<file path="src/rtl/vec_csr_unit.sv">
// vec_csr_unit: vector vtype/vl/vstart and fixed-point CSR unit.
// Config requests (vset*) are latched in IDLE, wait in DRAIN until no vector
// ops are in flight, then commit in COMMIT with a one-cycle cfg_done pulse.
// Ports:
//   cfg_*    - vset* request/response (avl, vtype, rs1/rd x0 flags, done, vl)
//   issue_*, retire_valid - in-flight vector op tracking
//   csr_*    - CSR access, combinational read data and illegal flag
//   vstart_clr, vxsat_set - datapath side effects
//   sew, vlmul, vlmax, vl, vstart, vta, vma, vill, vxrm, vxsat - current state
//
// state  | meaning
// IDLE   | accepts config requests and CSR accesses, allows issue
// DRAIN  | request latched, waiting for in-flight count to reach zero
// COMMIT | apply new vtype/vl, clear vstart, pulse cfg_done
module vec_csr_unit #(
  parameter int XLEN         = 32,
  parameter int VLEN         = 512,
  parameter int ELEN         = 64,
  parameter int MAX_INFLIGHT = 4
) (
  input  logic                     clk,
  input  logic                     n_rst,
  input  logic                     cfg_valid,
  output logic                     cfg_ready,
  input  logic [XLEN-1:0]          cfg_avl,
  input  logic [XLEN-1:0]          cfg_vtype,
  input  logic                     cfg_rs1_zero,
  input  logic                     cfg_rd_zero,
  output logic                     cfg_done,
  output logic [XLEN-1:0]          cfg_vl,
  input  logic                     issue_valid,
  output logic                     issue_ready,
  input  logic                     retire_valid,
  input  logic                     csr_valid,
  output logic                     csr_ready,
  input  logic [1:0]               csr_op,
  input  logic                     csr_wr_intent,
  input  logic [11:0]              csr_addr,
  input  logic [XLEN-1:0]          csr_wdata,
  output logic [XLEN-1:0]          csr_rdata,
  output logic                     csr_illegal,
  input  logic                     vstart_clr,
  input  logic                     vxsat_set,
  output logic [6:0]               sew,
  output logic [2:0]               vlmul,
  output logic [$clog2(VLEN):0]    vlmax,
  output logic [XLEN-1:0]          vl,
  output logic [$clog2(VLEN)-1:0]  vstart,
  output logic                     vta,
  output logic                     vma,
  output logic                     vill,
  output logic [1:0]               vxrm,
  output logic                     vxsat
);

  localparam int VLW = $clog2(VLEN);
  localparam int CW  = $clog2(MAX_INFLIGHT + 1);

  typedef enum logic [1:0] {IDLE, DRAIN, COMMIT} state_t;

  state_t           state_q;
  logic [XLEN-1:0]  req_avl_q;
  logic [XLEN-2:0]  req_vtype_q;
  logic             req_rs1z_q, req_rdz_q;
  logic             vill_q, vma_q, vta_q;
  logic [2:0]       vsew_q, vlmul_q;
  logic [XLEN-1:0]  vl_q;
  logic [VLW-1:0]   vstart_q, vstart_d;
  logic [1:0]       vxrm_q, vxrm_d;
  logic             vxsat_q, vxsat_d;
  logic [CW-1:0]    cnt_q, cnt_d;
  logic             cfg_done_q;
  logic [XLEN-1:0]  cfg_vl_q;

  // VLMAX = VLEN/SEW scaled by LMUL; fractional LMUL is a right shift by 8-vlmul.
  function automatic logic [VLW:0] calc_vlmax(input logic [2:0] vsew_f, input logic [2:0] vlmul_f);
    logic [VLW:0] base;
    base = (VLW+1)'(VLEN / 8) >> vsew_f;
    if (vlmul_f[2]) return base >> (4'd8 - {1'b0, vlmul_f});
    else            return base << vlmul_f[1:0];
  endfunction

  logic [2:0]      req_vsew, req_vlmul;
  logic [15:0]     sew_scaled, elen_scaled;
  logic            req_bad, new_vill;
  logic [VLW:0]    vlmax_cur, new_vlmax;
  logic [XLEN-1:0] new_vlmax_x, avl_sel, new_vl;

  assign req_vsew  = req_vtype_q[5:3];
  assign req_vlmul = req_vtype_q[2:0];

  // SEW > ELEN*LMUL, cross-multiplied so fractional LMUL stays integral.
  always_comb begin
    sew_scaled  = 16'd8 << req_vsew;
    elen_scaled = 16'(ELEN);
    if (req_vlmul[2]) sew_scaled  = sew_scaled << (4'd8 - {1'b0, req_vlmul});
    else              elen_scaled = elen_scaled << req_vlmul[1:0];
  end

  assign req_bad     = (req_vsew > 3'd3) | (req_vlmul == 3'd4) |
                       (|req_vtype_q[XLEN-2:8]) | (sew_scaled > elen_scaled);
  assign vlmax_cur   = calc_vlmax(vsew_q, vlmul_q);
  assign new_vlmax   = calc_vlmax(req_vsew, req_vlmul);
  assign new_vlmax_x = {{(XLEN-VLW-1){1'b0}}, new_vlmax};
  // Keeping vl across a VLMAX change is not allowed; flag vill instead.
  assign new_vill    = req_bad | (req_rs1z_q & req_rdz_q & (new_vlmax != vlmax_cur));

  always_comb begin
    if (!req_rs1z_q)     avl_sel = req_avl_q;
    else if (!req_rdz_q) avl_sel = new_vlmax_x;
    else                 avl_sel = vl_q;
  end

  assign new_vl = new_vill ? '0 : ((avl_sel > new_vlmax_x) ? new_vlmax_x : avl_sel);

  logic            csr_unmapped, csr_ro, csr_we;
  logic [XLEN-1:0] csr_new;

  always_comb begin
    csr_rdata    = '0;
    csr_unmapped = 1'b0;
    csr_ro       = 1'b0;
    case (csr_addr)
      12'h008: csr_rdata[VLW-1:0] = vstart_q;
      12'h009: csr_rdata[0]       = vxsat_q;
      12'h00A: csr_rdata[1:0]     = vxrm_q;
      12'h00F: csr_rdata[2:0]     = {vxrm_q, vxsat_q};
      12'hC20: begin
        csr_rdata = vl_q;
        csr_ro    = 1'b1;
      end
      12'hC21: begin
        csr_rdata[XLEN-1] = vill_q;
        csr_rdata[7:0]    = {vma_q, vta_q, vsew_q, vlmul_q};
        csr_ro            = 1'b1;
      end
      12'hC22: begin
        csr_rdata = XLEN'(VLEN / 8);
        csr_ro    = 1'b1;
      end
      default: csr_unmapped = 1'b1;
    endcase
  end

  assign csr_illegal = csr_valid & (csr_unmapped | (csr_ro & csr_wr_intent));
  assign csr_we      = csr_valid & csr_ready & csr_wr_intent & ~csr_illegal;

  always_comb begin
    case (csr_op)
      2'd1:    csr_new = csr_rdata | csr_wdata;
      2'd2:    csr_new = csr_rdata & ~csr_wdata;
      default: csr_new = csr_wdata;
    endcase
  end

  logic unused_bits;
  assign unused_bits = ^{cfg_vtype[XLEN-1], csr_new[XLEN-1:VLW]};

  assign cfg_ready   = (state_q == IDLE);
  assign csr_ready   = (state_q == IDLE);
  assign issue_ready = (state_q == IDLE) & ~cfg_valid & (cnt_q < CW'(MAX_INFLIGHT));

  always_comb begin
    vstart_d = vstart_q;
    if (state_q == COMMIT)                 vstart_d = '0;
    else if (vstart_clr)                   vstart_d = '0;
    else if (csr_we && csr_addr == 12'h008) vstart_d = csr_new[VLW-1:0];

    vxrm_d  = vxrm_q;
    vxsat_d = vxsat_q;
    if (csr_we && csr_addr == 12'h009) vxsat_d = csr_new[0];
    if (csr_we && csr_addr == 12'h00A) vxrm_d  = csr_new[1:0];
    if (csr_we && csr_addr == 12'h00F) begin
      vxrm_d  = csr_new[2:1];
      vxsat_d = csr_new[0];
    end
    vxsat_d = vxsat_d | vxsat_set;

    cnt_d = cnt_q;
    if (issue_valid && issue_ready && retire_valid) cnt_d = cnt_q;
    else if (issue_valid && issue_ready)            cnt_d = cnt_q + CW'(1);
    else if (retire_valid && cnt_q != '0)           cnt_d = cnt_q - CW'(1);
  end

  always_ff @(posedge clk or negedge n_rst) begin
    if (!n_rst) begin
      state_q     <= IDLE;
      req_avl_q   <= '0;
      req_vtype_q <= '0;
      req_rs1z_q  <= 1'b0;
      req_rdz_q   <= 1'b0;
      vill_q      <= 1'b1;
      vma_q       <= 1'b0;
      vta_q       <= 1'b0;
      vsew_q      <= '0;
      vlmul_q     <= '0;
      vl_q        <= '0;
      vstart_q    <= '0;
      vxrm_q      <= '0;
      vxsat_q     <= 1'b0;
      cnt_q       <= '0;
      cfg_done_q  <= 1'b0;
      cfg_vl_q    <= '0;
    end else begin
      vstart_q   <= vstart_d;
      vxrm_q     <= vxrm_d;
      vxsat_q    <= vxsat_d;
      cnt_q      <= cnt_d;
      cfg_done_q <= 1'b0;
      case (state_q)
        IDLE: if (cfg_valid) begin
          req_avl_q   <= cfg_avl;
          req_vtype_q <= cfg_vtype[XLEN-2:0];
          req_rs1z_q  <= cfg_rs1_zero;
          req_rdz_q   <= cfg_rd_zero;
          state_q     <= DRAIN;
        end
        DRAIN: if (cnt_q == '0) state_q <= COMMIT;
        COMMIT: begin
          vill_q     <= new_vill;
          vma_q      <= ~new_vill & req_vtype_q[7];
          vta_q      <= ~new_vill & req_vtype_q[6];
          vsew_q     <= new_vill ? 3'd0 : req_vsew;
          vlmul_q    <= new_vill ? 3'd0 : req_vlmul;
          vl_q       <= new_vl;
          cfg_vl_q   <= new_vl;
          cfg_done_q <= 1'b1;
          state_q    <= IDLE;
        end
        default: state_q <= IDLE;
      endcase
    end
  end

  assign cfg_done = cfg_done_q;
  assign cfg_vl   = cfg_vl_q;
  assign sew      = 7'd8 << vsew_q;
  assign vlmul    = vlmul_q;
  assign vlmax    = vlmax_cur;
  assign vl       = vl_q;
  assign vstart   = vstart_q;
  assign vta      = vta_q;
  assign vma      = vma_q;
  assign vill     = vill_q;
  assign vxrm     = vxrm_q;
  assign vxsat    = vxsat_q;

endmodule

</file>
<file path="config.mk">
export PLATFORM = sky130hd
export DESIGN_NAME = vec_csr_unit
export DESIGN_NICKNAME = d
export VERILOG_FILES = /design/src/rtl/vec_csr_unit.sv
export SDC_FILE = /design/constraint.sdc
export NUM_CORES = 1
export LEC_CHECK = 0
export ABC_AREA = 1
export CORE_MARGIN = 5
export CORE_UTILIZATION = 48
export DETAILED_ROUTE_END_ITERATION = 12
export HOLD_SLACK_MARGIN = 0.1
export PLACE_DENSITY_LB_ADDON = 0.25
export SETUP_SLACK_MARGIN = 0.2
export SLEW_MARGIN = 25
export SYNTH_ARGS = -nofsm -noshare
export SYNTH_HDL_FRONTEND = slang
export SYNTH_SLANG_ARGS = --single-unit
</file>
<file path="constraint.sdc">
create_clock -name clk -period 4.7 [get_ports clk]
set_input_delay 0.94 -clock clk [delete_from_list [all_inputs] [get_ports clk]]
set_output_delay 0.94 -clock clk [all_outputs]
set_load 0.01 [all_outputs]
</file>
# Word-level counts from Yosys, hierarchy flattened
# Cells that the tools add are included.
[classes]
reduce_logical = 20
order_cmp = 4
muxes = 33
n_addsub = 4
n_mul = 0
n_shift = 10
n_eq_ne = 15
bitwise = 24
n_div = 0
[ops]
columns = ["cell", "count"]
rows = [
  ["32-bit two-way mux", 4],
  ["12-bit by 4-bit equality test with 1-bit output (second input constant)", 4],
  ["12-bit equality test (second input constant)", 3],
  ["32-bit by 10-bit > comparator with 1-bit output", 1],
  ["16-bit two-way mux", 2],
  ["9-bit two-way mux", 3],
  ["23-bit OR reduction", 1],
  ["22-bit two-way mux", 1],
  ["10-bit two-way mux", 2],
  ["5-bit one-hot mux with 4 select lines", 1],
  ["10-bit by 2-bit << shifter with 10-bit output", 2],
  ["10-bit by 4-bit right shift with 10-bit output", 2],
  ["7-bit by 3-bit right shift with 10-bit output (first input constant)", 2],
  ["9-bit one-hot mux with 2 select lines", 1],
  ["16-bit > comparator", 1],
  ["16-bit by 4-bit << shifter with 16-bit output", 1],
  ["4-bit by 3-bit << shifter with 16-bit output (first input constant)", 1],
  ["7-bit by 2-bit << shifter with 16-bit output (first input constant)", 1],
  ["3-bit two-way mux", 4],
  ["1-bit bitwise AND", 11],
  ["10-bit != test", 1],
  ["1-bit one-hot mux with 5 select lines", 2],
  ["9-bit bitwise AND", 1],
  ["9-bit NOT", 1],
  ["other kinds (27)", 57],
]
[totals]
elab_cells = 126
ramBits = 0
memories = 0
latch_bits = 0
romBits = 0
register_bits = 124

# Depth between registers and ports, before layout
# Gate-level depths: netlist of run 1.
[logic_depth]
word_depth = 12
ltp_mapped = 29
depth_no_buf = 26

# Worst setup path before layout of run 1
# No wires, ideal clock.
[synth_timing]
kind = "register to register"
start = "register req_vtype_q[0]"
end = "register cfg_vl_q[2], in the netlist cfg_vl[2]"
required_ns = 4.583
setup_slack_ns = 1.181
stages_incl_launch_ff = 27
path_buffers = 2
setup_time_ns = 0.117
t_arrival_ns = 3.402
path_cell_list = "dfrtp_1 -> inv_2 -> buf_2 -> ha_1 -> inv_1 -> ha_1 -> nor2_1 -> nand3_1 -> nand2_1 -> inv_2 -> nand2_1 -> nand2_2 -> a21oi_1 -> ha_1 -> inv_1 -> nor2_1 -> o21ai_0 -> nand2_1 -> nand2_1 -> a21oi_1 -> o21ai_0 -> nand2_1 -> clkbuf_1 -> o21ai_0 -> nor2_1 -> nand3_2 -> nand2_1"
[synth_via]
elab_chain_cells = 8
elab_cells_between_ends = 21
classes_between = "add/sub: 1; order compare: 2; eq/ne: 2; shift: 4; mux: 7; bitwise: 5"
[synth_lines]
columns = ["item", "line", "rtl"]
rows = [
  ["start: declaration", "63", "logic [XLEN-2:0] req_vtype_q;"],
  ["start signal: assignment", "213", "req_vtype_q <= cfg_vtype[XLEN-2:0];"],
  ["4-bit by 3-bit subtractor with 4-bit output", "79, 96", ""],
  ["10-bit by 4-bit right shift with 10-bit output", "79", "if (vlmul_f[2]) return base >> (4'd8 - {1'b0, vlmul_f});"],
  ["10-bit two-way mux", "79", ""],
  ["32-bit two-way mux", "110", "else if (!req_rdz_q) avl_sel = new_vlmax_x;"],
  ["32-bit two-way mux", "109", "if (!req_rs1z_q) avl_sel = req_avl_q;"],
  ["32-bit by 10-bit > comparator with 1-bit output", "114", "assign new_vl = new_vill ? '0 : ((avl_sel > new_vlmax_x) ? new_vlmax_x : avl_sel);"],
  ["32-bit two-way mux", "114", ""],
  ["32-bit two-way mux *", "114", ""],
  ["end signal: assignment", "226", "cfg_vl_q <= new_vl;"],
  ["end: declaration", "73", "logic [XLEN-1:0] cfg_vl_q;"],
]
# Mark *: on every way between the ends. The rest lies on a longest branch, timed or not.
# A chain may end at the register's enable or synchronous reset.

# Worst setup path in the final report of run 1
[layout_timing]
start = "input port csr_addr[4]"
end = "output port csr_rdata[5]"
[layout_via]
elab_chain_cells = 2
elab_cells_between_ends = 5
classes_between = "eq/ne: 4; mux: 1"
[layout_lines]
columns = ["item", "line", "rtl"]
rows = [
  ["start: declaration", "38", "input logic [11:0] csr_addr,"],
  ["12-bit equality test / 12-bit by 4-bit equality test with 1-bit output (equally long branches)", "123", "case (csr_addr)"],
  ["5-bit one-hot mux with 4 select lines *", "123", ""],
  ["end: declaration", "40", "output logic [XLEN-1:0] csr_rdata,"],
]
# Marks and branches as above.

==> summary.txt, run 1 <==
Yosys
  – Cells after synthesis: 1137
  – Post-synthesis cell type count: 45
  – Most frequent cell after synthesis: nand2_1
  – Syn avg cell area: 7.38 µm²
  – Post-synth ARST share: 100%
  – Share of the yosys chip area belonging to registers: 37.0%
  – Yosys top cell by area: dfrtp_1
  – EDFF count, synth: 0
  – Synthesized area: 0.00839 mm²
  – Post-synth top area share: 36.7%
  – Most frequent cells after synthesis: 288 x nand2_1, 126 x nor2_1, 123 x dfrtp_1
  – Yosys warnings: 0
  – Register bit count reported by yosys: 124
  – Synth top area cells: dfrtp_1 37%, nand2_1 13%, mux2_2 7.8%
  – Synth Flop Type: dfrtp_1

Setup path
  – Worst setup SP type: input pin
  – Crit path required time: 3.76 ns
  – Kind of critical path: input pin to output pin
  – CP Max Fanout: 8
  – Crit. End Element: output pin
  – Crit path DAT: 3.28 ns

Routing
  – Routed vias/inst: 5.36
  – Drt pass-1 iters: 6
  – DRT antenna net count: 0
  – Total number of vias: 8370
  – Drt drc: 0
  – Total detailed-routing wirelength: 25800 µm
  – DR iter-0 viols: 683
  – Routed len/inst: 16.5 µm

Floorplan
  – I/O pin cnt: 257
  – Starting density of the core: 48.7%
  – Core Rows: 48
  – Full die area: 0.0202 mm²
  – DIE WIDTH: 142 µm
  – Die H: 142 µm
  – Core area: 0.0172 mm²

Final layout
  – Area occupied by multi-input gates: 0.00436 mm²
  – N_diodes: 0
  – Post-route cell area: 0.0113 mm²
  – Finished Core Util: 65.3%
  – Sequential cell area: 0.00310 mm²
  – Share of cells above drive strength 1: 11.2%
  – # fillers: 1450
  – Area grow syn2layout: 34.1%
  – Nets: 1470

Outcome
  – Status: finished clean

Clock tree
  – CTS Hold Bufs: 0
  – Clk slew on worst S/H paths: 0.05 ns
  – Clk sink count: 124
  – Clock latency on the worst-skew pair: 0.42 ns
  – Total CTS buffers: 17
  – Htree depth: 4
  – CTS Root Cell: clkbuf_16
  – CTS tree: yes
  – CTS max path bufs: 2

Timing
  – Final Max Slew Viols: 0
  – Layout Skew: 0.00736 ns
  – RSZ-0062 raised after global routing: false
  – Worst-Margin Slew: 0.995 ns
  – Crit share post-route: 89.8%
  – Hold Slack: 0.498 ns
  – Setup violators final: 0
  – Fin Setup TNS: 0 ns
  – Final min period: 4.22 ns
  – Fmax: 0.237 GHz
  – Final hold violations: 0
  – Slew HR: 33.4%

Pwr
  – Pwr/cell area: 512 mW/mm²
  – Clock power share: 22.9%
  – Comb pwr share: 48.9%
  – Pint: 3350 µW
  – Static leakage: 0.00518 µW
  – Sequential power share: 28.2%
  – IR drop worst, VDD: 371 µV
  – Net Sw Power: 2410 µW
  – Sw Share: 41.9%

Global route
  – All-Layer GR Usage: 25.3%
  – Initial antenna violation count: 1
  – Largest net degree at the start of global routing: 125
  – Global route overflow: 0
  – Number of global-route vias before repair: 8115
  – First-pass GRT wire length: 41000 µm

Placed design
  – Routability cong.: 0.936
  – Placed cell areas: 0.0106 mm²
  – # port buffers: 229
  – Hpwl dp: 19500 µm

Flow run
  – MaxCap Viol Count: 0

Worst hold path
  – Hold crit path type: flop to flop
power by group through the flow:
stage	sequential, µW	clock (µW)	combinational, µW
6_report	1630	1320	2820
2_1_floorplan	1550	0	2130
4_1_cts	1620	1330	2790
5_1_grt	1670	1380	3170
3_3_place_gp	1610	0	2720
3_5_place_dp	1630	0	2770
cells by family after synthesis:
family | after synthesis | synth area share, %
simple gates | 585 | 30.3
compound gates | 135 | 9.49
fa+ha+maj | 24 | 3.67
other cells | 1 | 0.0447
mux | 58 | 7.79
buf+inv | 206 | 11.3
xor+xnor | 4 | 0.418
flops | 124 | 37.0
critical path: stages:
cell             delay, ns
clkdlybuf4s50_1       0.44
nor3_2                0.29
nand3_1               0.14
nor3_1                0.21
nand2_1               0.18
clkinv_1              0.21
nand2_1               0.07
o221ai_1              0.08
nand2_1               0.11
inv_1                 0.07
clkdlybuf4s50_1       0.53
layer usage:
layer / vias up / global-route usage, % / part of all wire (%)
met1: 3939 / 31.4 / 40
met2: 325 / 42.4 / 49
met5: - / 0 / 0.050
met3: 49 / 6.75 / 7.6
met4: 2 / 9.09 / 2.8
li1: 4055 / - / -
final timing paths:
check	start	end	depth (start not counted)	slack, ns
max in group asynchronous	n_rst	vsew_q[2]$_DFFE_PN0P_	2	3.61
min	vill$_DFFE_PN1P_	vill$_DFFE_PN1P_	2	0.50
min reg2reg	vill$_DFFE_PN1P_	vill$_DFFE_PN1P_	2	0.50
max reg2reg	req_vtype_q[1]$_DFFE_PN0P_	cfg_vl[6]$_DFFE_PN0P_	17	0.69
max	csr_addr[4]	csr_rdata[5]	11	0.48
min in group asynchronous	n_rst	cfg_vl[15]$_DFFE_PN0P_	2	0.62
flip-flops by register name (all words and copies together) (netlist names), 2 cells and up:
signal       cells
cfg_vl          32
cnt_q            3
req_avl_q       32
req_vtype_q     31
state_q          2
vlmul            3
vsew_q           3
vstart           9
vxrm             2
cell type report:
type                       instances  area share [%]
clock buffer                      20            4.15
inverter                         130            4.34
tap                              225            2.50
timing repair buffer             243            21.5
multi-input combinational        809            38.7
sequential                       124            27.6
clock inverter                    12            1.21
layout by cell type (no fill, tap or decap), drive strengths merged, types with 5 or more instances in the layout:
cell type | synthesis | routed
clkdlybuf4s50 | 0 | 228
nor3 | 8 | 8
ha | 23 | 23
o21ai | 62 | 62
o22ai | 8 | 8
nand4 | 21 | 21
o221ai | 5 | 5
nand2 | 295 | 295
nor2 | 134 | 134
clkbuf | 24 | 20
inv | 129 | 132
nor4 | 7 | 7
buf | 52 | 15
nand3 | 116 | 116
clkinvlp | 0 | 6
dfrtp | 123 | 123
mux2 | 58 | 58
a21oi | 35 | 35
what timing repair did:
| item | 4_1_cts | 5_1_grt |
|---|---|---|
| resized for setup | 0 | 1 |
| setup buffers | 0 | 0 |
| setup endpoints to repair | 0 | 3 |
| endpoints found under the hold margin | 0 | 0 |
stage by stage:
step / cells / worst slack (ns) / power, µW
after floorplan: 1139 / 1.18 / 3680
after global placement: 1531 / 0.427 / 4330
after detailed placement: 1531 / 0.401 / 4400
after CTS: 1563 / 0.398 / 5750
after global routing: 1563 / 0.207 / 6210
final: 1563 / 0.481 / 5760
Note: power is estimated with default switching activity, not from simulation.
==> run 2, diff against run 1 <==
CORE_UTILIZATION = 60   (was 48)
DONT_BUFFER_PORTS = 1   (was not set)
SLEW_MARGIN = not set   (was 25)
==> run 2 against run 1 <==
  * Register-to-register slack about the same
  * Combinational power decreased by 6%
  * Clock skew increased by 0.0047 ns
  * Hold slack got worse by 0.28 ns
  * Via count decreased by 11%
  * Largest power group unchanged
  * Highest routed layer unchanged
==> summary.txt, run 2 (same netlist as run 1, synthesis figures left out) <==
Outcome
  – Status: finished clean

Routing
  – Total number of vias: 7474
  – Met2 wire len: 10500 µm
  – DRT antenna net count: 0
  – Drt drc: 0
  – Routed len/inst: 17.5 µm
  – Drt pass-1 iters: 7
  – DR iter-0 viols: 729
  – M1 WL: 9350 µm
  – Total detailed-routing wirelength: 22500 µm
  – Met3 Routed Length: 2100 µm
  – Routed vias/inst: 5.82
  – Highest routed layer: met5

Clock tree
  – CTS tree: yes
  – CTS Hold Bufs: 0
  – Post-CTS setup buffers: 0
  – Htree depth: 4
  – Clk slew on worst S/H paths: 0.06 ns
  – Total CTS buffers: 17
  – Clock latency on the worst-skew pair: 0.41 ns
  – CTS resizes: 0
  – CTS Root Cell: clkbuf_16
  – Clk sink count: 124
  – CTS max path bufs: 2

Timing
  – Final hold violations: 0
  – Crit share post-route: 85.3%
  – Setup violators final: 0
  – RSZ-0062 raised after global routing: false
  – Worst-Margin Slew: 0.927 ns
  – Final min period: 4.01 ns
  – Final Max Slew Viols: 0
  – Fin Setup TNS: 0 ns
  – Fmax: 0.249 GHz
  – Slew HR: 38.2%
  – Layout Skew: 0.0121 ns

Global route
  – All-Layer GR Usage: 27.9%
  – First-pass GRT wire length: 36700 µm
  – Number of global-route vias before repair: 7110
  – Largest net degree at the start of global routing: 125
  – Initial antenna violation count: 1
  – Global route overflow: 0

Setup path
  – CP Max Fanout: 19
  – Crit path DAT: 4.30 ns
  – Beginning of the critical path: req_vtype_q[1]$_DFFE_PN0P_
  – Crit path required time: 4.99 ns
  – Kind of critical path: flop to flop
  – Worst setup SP type: flop
  – Crit. End Element: flop
  – R2R Path Start: req_vtype_q[1]$_DFFE_PN0P_

Worst hold path
  – Hold crit path type: input pin to asynchronous set/reset pin

Floorplan
  – DIE WIDTH: 128 µm
  – Starting density of the core: 60.9%
  – I/O pin cnt: 257
  – Core Rows: 43
  – Full die area: 0.0164 mm²
  – Die H: 128 µm
  – Core area: 0.0138 mm²

Placed design
  – Routability cong.: 0.944
  – Hpwl dp: 16700 µm
  – # port buffers: 0
  – Placed cell areas: 0.00826 mm²

Pwr
  – Pwr/cell area: 629 mW/mm²
  – Static leakage: 0.00434 µW
  – IR drop worst, VDD: 405 µV

Final layout
  – # fillers: 1245
  – Post-route cell area: 0.00885 mm²
  – Area grow syn2layout: 5.55%
  – Most common cell after layout, fill and taps aside: nand2_1
  – Nets: 1237
  – Share of cells above drive strength 1: 12.9%
  – Most frequent cells in the layout: 287 x nand2_1, 125 x nor2_1, 123 x dfrtp_1
  – N_diodes: 0

Flow run
  – MaxCap Viol Count: 0
-- run 2: changes by cell type in the layout (fill, tap and decap cells not counted), moves of 4 or more --
cell and change:
clkinv_4 +4, clkinvlp_4 -4, clkdlybuf4s50_1 -228, buf_4 -4
-- run 2: layer usage --
metal / global-route usage [%] / vias up
li1: - / 3602
met1: 38.1 / 3488
met2: 42.8 / 336
met3: 8.38 / 46
met4: 8.93 / 2
met5: 0 / -
-- run 2: metrics by stage --
stage,setup slack [ns],hold slack [ns],std cells,power (µW),utilization (%)
final,0.691,0.216,1285,5570,64.3
after detailed placement,0.786,0.493,1253,4230,60.0
after CTS,0.745,0.208,1285,5570,64.3
after floorplan,1.18,0.480,1139,3680,-
after global placement,0.810,0.488,1253,4170,60.0
after global routing,0.256,0.200,1285,6050,64.3
-- run 2: worst paths after layout --
path / endpoint / slack [ns] / cells past startpoint
worst max-delay path: cfg_vl[5]$_DFFE_PN0P_ / 0.69 / 23
worst min-delay path: req_avl_q[14]$_DFFE_PN0P_ / 0.22 / 0
worst max register to register: cfg_vl[5]$_DFFE_PN0P_ / 0.69 / 23
worst min register to register: req_vtype_q[16]$_DFFE_PN0P_ / 0.50 / 1
max in group asynchronous: vill$_DFFE_PN1P_ / 4.26 / 0
min in group clk: req_vtype_q[16]$_DFFE_PN0P_ / 0.50 / 1
-- run 2: final cells by class --
type	count	area, µm²	share of cell area, %
tap	180	225	2.54
clock buffer	20	457	5.16
clock inverter	12	138	1.55
timing repair buffer	10	87.6	0.989
inverter	130	488	5.51
sequential	124	3100	35.1
multi-input combinational	809	4360	49.2
-- run 2: worst max-delay path, stage by stage, from the launching register on --
cell,delay (ns)
dfrtp_1,0.46
inv_2,0.16
ha_1,0.20
inv_1,0.05
ha_1,0.36
nand2_1,0.15
inv_2,0.14
nand3_1,0.12
nand2_1,0.14
nand2_2,0.10
a21oi_1,0.19
ha_1,0.25
inv_1,0.07
nor2_1,0.04
o21ai_0,0.13
nand2_1,0.07
nand2_1,0.06
a21oi_1,0.05
o21ai_0,0.21
nand2_1,0.35
o21ai_0,0.32
nor2_1,0.09
nand3_2,0.12
nand2_1,0.05
-- run 2: report_power, final --
group          total (µW)  internal, µW  leakage (µW)  switching (µW)
logic                2640          1010       0.00250            1630
clock network        1300           813      0.000287             491
registers            1630          1390       0.00155             235
